`src/rtl/sig_period_meter.sv`:
```
// Period and high-time meter for a slow asynchronous square wave.
// Counts in clk cycles between synchronised rising edges; sticky timeout on a stalled input.
module sig_period_meter #(
    parameter int unsigned CNT_WIDTH = 32,
    parameter int unsigned TIMEOUT   = 250000000
) (
    input  logic                 clk,
    input  logic                 rst_n,
    input  logic                 en,
    input  logic                 sig_in,
    output logic [CNT_WIDTH-1:0] period_cycles,
    output logic [CNT_WIDTH-1:0] high_cycles,
    output logic                 meas_valid,
    output logic                 timeout,
    output logic                 busy
);

    typedef enum logic [1:0] {
        IDLE    = 2'd0,
        ARM     = 2'd1,
        MEASURE = 2'd2
    } state_t;

    localparam logic [CNT_WIDTH-1:0] CNT_LAST = CNT_WIDTH'(TIMEOUT - 1);
    localparam logic [CNT_WIDTH-1:0] CNT_ONE  = CNT_WIDTH'(1);

    state_t               state_q, state_d;
    logic [2:0]           sync_q, sync_d;
    logic [CNT_WIDTH-1:0] cnt_q, cnt_d;
    logic [CNT_WIDTH-1:0] shadow_q, shadow_d;
    logic [CNT_WIDTH-1:0] period_q, period_d;
    logic [CNT_WIDTH-1:0] high_q, high_d;
    logic                 valid_q, valid_d;
    logic                 timeout_q, timeout_d;

    logic                 rise, fall, cnt_last;
    logic [CNT_WIDTH-1:0] cnt_inc;

    // sync_q[0]/[1] form the 2-FF synchroniser, sync_q[2] is the edge-detect delay
    always_comb begin
        sync_d = {sync_q[1:0], sig_in};
    end

    assign rise     = sync_q[1] & ~sync_q[2];
    assign fall     = ~sync_q[1] & sync_q[2];
    assign cnt_inc  = cnt_q + CNT_ONE;
    assign cnt_last = (cnt_q == CNT_LAST);

    always_ff @(posedge clk or negedge rst_n) begin
        if (!rst_n) begin
            state_q   <= IDLE;
            sync_q    <= '0;
            cnt_q     <= '0;
            shadow_q  <= '0;
            period_q  <= '0;
            high_q    <= '0;
            valid_q   <= 1'b0;
            timeout_q <= 1'b0;
        end else begin
            state_q   <= state_d;
            sync_q    <= sync_d;
            cnt_q     <= cnt_d;
            shadow_q  <= shadow_d;
            period_q  <= period_d;
            high_q    <= high_d;
            valid_q   <= valid_d;
            timeout_q <= timeout_d;
        end
    end

    always_comb begin
        state_d = state_q;
        unique case (state_q)
            IDLE: begin
                if (en) state_d = ARM;
            end
            ARM: begin
                if (!en)       state_d = IDLE;
                else if (rise) state_d = MEASURE;
            end
            MEASURE: begin
                if (!en)                   state_d = IDLE;
                else if (!rise && cnt_last) state_d = ARM;
            end
            default: state_d = IDLE;
        endcase
    end

    // A rise on the last counted cycle still yields a measurement
    always_comb begin
        cnt_d     = cnt_q;
        shadow_d  = shadow_q;
        period_d  = period_q;
        high_d    = high_q;
        valid_d   = 1'b0;
        timeout_d = timeout_q;
        unique case (state_q)
            IDLE: begin
                if (en) cnt_d = '0;
            end
            ARM: begin
                if (en) begin
                    if (rise) begin
                        cnt_d = '0;
                    end else if (cnt_last) begin
                        timeout_d = 1'b1;
                        cnt_d     = '0;
                    end else begin
                        cnt_d = cnt_inc;
                    end
                end
            end
            MEASURE: begin
                if (en) begin
                    if (fall) shadow_d = cnt_inc;
                    if (rise) begin
                        period_d  = cnt_inc;
                        high_d    = shadow_q;
                        valid_d   = 1'b1;
                        timeout_d = 1'b0;
                        cnt_d     = '0;
                    end else if (cnt_last) begin
                        timeout_d = 1'b1;
                        cnt_d     = '0;
                    end else begin
                        cnt_d = cnt_inc;
                    end
                end
            end
            default: cnt_d = '0;
        endcase
    end

    always_comb begin
        busy          = (state_q != IDLE);
        period_cycles = period_q;
        high_cycles   = high_q;
        meas_valid    = valid_q;
        timeout       = timeout_q;
    end

endmodule
```
`config.mk`:
```
export PLATFORM = sky130hd
export DESIGN_NAME = sig_period_meter
export DESIGN_NICKNAME = d
export VERILOG_FILES = /design/src/rtl/sig_period_meter.sv
export SDC_FILE = /design/constraint.sdc
export NUM_CORES = 1
export LEC_CHECK = 0
export ABC_AREA = 0
export CAP_MARGIN = 25
export CORE_MARGIN = 10
export CORE_UTILIZATION = 49
export CTS_CLUSTER_DIAMETER = 30
export CTS_CLUSTER_SIZE = 30
export DETAILED_ROUTE_END_ITERATION = 7
export PLACE_DENSITY_LB_ADDON = 0.3
export SYNTH_ARGS = -nofsm -noshare
export SYNTH_HDL_FRONTEND = slang
export SYNTH_SLANG_ARGS = --single-unit
```
`constraint.sdc`:
```
create_clock -name clk -period 2.5 [get_ports clk]
set_input_delay 0.375 -clock clk [delete_from_list [all_inputs] [get_ports clk]]
set_output_delay 0.375 -clock clk [all_outputs]
set_load 0.01 [all_outputs]
```
==> reports/metrics.yaml <==
outcome:
  status: "finished clean"
timing:
  tns_ns: 0
  fin_crit_sh_pct: 93.9
  fin_crit_ns: 2.35
  fin_ws_ns: 0.151
  fmax_mhz: 426
  tightestPinTransition_ns: 0.570
  setup_violations: 0
  fin_skew_ns: 0.00731
  relSlewSlack_pct: 61.7
  hold_viol: 0
  rsz0062_at_grt: "false"
  maxSlewViolCount: 0
critical_path:
  path_class: "reg2reg"
  crit_buf_inv: 0
  cp-end-kind: "flip-flop"
  crit_fanout: 25
  worstPathArrival_ns: 2.65
  startpoint_type: "flip-flop"
  cp_top_family: "simple AND/OR/NAND/NOR gates"
  crit_chain: "ha_1 > and3_4 > nand3_4 > or4_4 > and4b_1 > a221o_1"
  worst_path_max_delay_cell: "or4_4"
  critPathRequiredTime_ns: 2.80
  max_stage_delay_ns: 0.74
clock_network:
  cts.sinks: 135
  cts_tree: "yes"
  htreeDepth: 4
  clk_latency_ns: 0.42
  post_cts_resized: 0
  post_cts_buffers: 0
  cts_buffers: 17
  clkTransAtPathRegs_ns: 0.06
  clockRootBuffer: "clkbuf_16"
  clockBufferDepth: 2
power:
  p_leak_nw: 3.48
  vdd_drop_max_mv: 0.733
  powerDensity_nw_per_um2: 719
die:
  fp.dieArea_um2: 17400
  die_w_um: 132
  rows: 40
  initial_core_util_pct: 50.5
  core-area_um2: 12200
  chipHeight_um: 132
  io_pins: 71
drt:
  vias: 4858
  routed-wl-met3_um: 859
  finalWirelength_um: 14600
  routedWlPerCell_um: 16.2
  antenna_left: 0
  post-route-drc-count: 0
  firstDrtPassIters: 5
  first_iter_violations: 389
  wl_met1_um: 6170
  top_layer_used: "met4"
  viasPerCell: 5.42
  dr_wl_met2_um: 7270
global_route:
  grt_pass1_vias: 5030
  grt_use_total_pct: 17.3
  grt_pass1_wl_um: 25200
  antenna_found_initial: 0
  grt_max_degree: 60
  grt_overflow: 0
synth:
  synthMostInstantiatedCell: "nand2_1"
  synth_top_family_by_area: "simple AND/OR/NAND/NOR gates"
  yosys.area_share.adder_pct: 1.02
  synth.yosys.seq_area_share_pct: 55.0
  yosysTopAreaCell: "dfrtp_1"
  synthCells: 652
  yosysWarnings: 0
  ys_top_cells_by_count: "nand2_1 (200), dfrtp_1 (135), o21ai_0 (75)"
  ys_ff_latch: 135
  synth-xor-area-share_pct: 4.28
  synthMuxAreaShare_pct: 0.998
  synth-edff-count: 0
  synth_simple_gate_area_share_pct: 25.6
  ys_types: 59
  synth_ff_type: "dfrtp_1"
  synthTopCellsByArea: "dfrtp_1 (55%), nand2_1 (12%), o21ai_0 (6.1%)"
  synth_compound_area_share_pct: 9.39
  syn_area_per_cell_um2: 9.43
  synth_top_area_share_pct: 55.0
  syn-cell-area_um2: 6150
  syn_nets: 661
  synth_async_sr_flop_share_pct: 100
placed_design:
  dp_cells: 864
  port_buffers: 70
  place_ws_ns: 0.149
  place_area_um2: 7020
  dp_hpwl_um: 10100
  globalplace.congestion: 0.869
layout:
  diodes: 0
  instances_no_fill: 897
  fin_nets: 725
  drive_gt1_share_pct: 9.47
  areaGrowthSynthToFinish_pct: 24.4
  final_area_um2: 7650
job:
  drv_cap: 0
min_path:
  hold_class: "reg2reg"
[flip-flops by register name, summed over array words and instances, names as in the netlist]
register and cells:
cnt_q 32, high_cycles 32, meas_valid 1, period_cycles 32, shadow_q 32, state_q 2
sync_q 3, timeout 1
[final cells by class]
| class | instances | area [µm²] |
|---|---|---|
| fillers | 1057 | 4510 |
| flip-flops and latches | 135 | 3380 |
| multi-input cells | 465 | 2550 |
| repair buffers | 89 | 860 |
| clock buffers | 24 | 502 |
| well taps | 168 | 210 |
| clock inverters | 8 | 118 |
| inverters | 8 | 30.0 |
[power breakdown]
part	switching [mW]	internal (mW)	leakage, nW	total, mW
combinational	0.389	0.217	1.30	0.606
sequential	0.0413	2.24	1.88	2.28
clock	0.913	1.69	0.306	2.61
[logic make-up (layout without fill, tap and decap cells)]
group | Yosys count | after routing
DFF | 135 | 135
and+or+nand+nor | 323 | 323
buffers and inverters | 52 | 129
xor gates and xnor gates | 30 | 30
muxes | 6 | 6
AOI/OAI and AO/OA | 101 | 101
adders and majority gates | 5 | 5
[per-stage QoR]
stage	hold WS, ns	utilization [%]	power, mW
final	0.357	62.9	5.49
after global routing	0.375	62.9	5.72
after CTS	0.358	62.9	5.53
after detailed placement	0.344	57.7	2.92
after global placement	0.335	57.7	2.90
after floorplan	0.0794	-	2.66
[final timing paths]
path                                 from        endpoint  slack, ns  cells after the start
worst max-delay path             cnt_q[1]       cnt_q[23]       0.15                      6
worst min-delay path            sync_q[0]       sync_q[1]       0.36                      0
worst max register to register   cnt_q[1]       cnt_q[23]       0.15                      6
worst min register to register  sync_q[0]       sync_q[1]       0.36                      0
max in group asynchronous           rst_n      meas_valid       1.26                      3
min in group asynchronous           rst_n  high_cycles[3]       0.49                      2
[repair_timing]
item                                    4_1_cts  5_1_grt
hold buffers                                  1        0
endpoints found under the setup margin        0        0
hold endpoints to repair                     57        0
[cells in the final DEF, fill, tap and decap left out, types with 4 or more instances in the layout]
cell | netlist | layout
mux2i_1 | 5 | 5
and2_1 | 4 | 4
nand4_1 | 18 | 18
ha_1 | 5 | 5
a31oi_1 | 6 | 6
buf_4 | 3 | 17
dfrtp_1 | 135 | 135
clkbuf_8 | 0 | 5
clkdlybuf4s50_1 | 0 | 69
xnor2_1 | 13 | 13
xor2_1 | 17 | 17
clkinv_2 | 0 | 4
nand3_1 | 23 | 22
nand2b_1 | 4 | 4
inv_1 | 7 | 7
clkbuf_16 | 0 | 17
or3_1 | 6 | 6
and3_1 | 5 | 5
nor3_1 | 5 | 5
nand2_1 | 200 | 200
o21ai_0 | 75 | 75
nor2_1 | 25 | 24
[layer usage]
layer | up-vias | global-route usage (%)
li1 | 2321 | -
met1 | 2392 | 20.8
met2 | 121 | 28.4
met3 | 24 | 5.14
met4 | 0 | 7.05
met5 | - | 0
No activity file was read; power rests on OpenSTA's default activity.
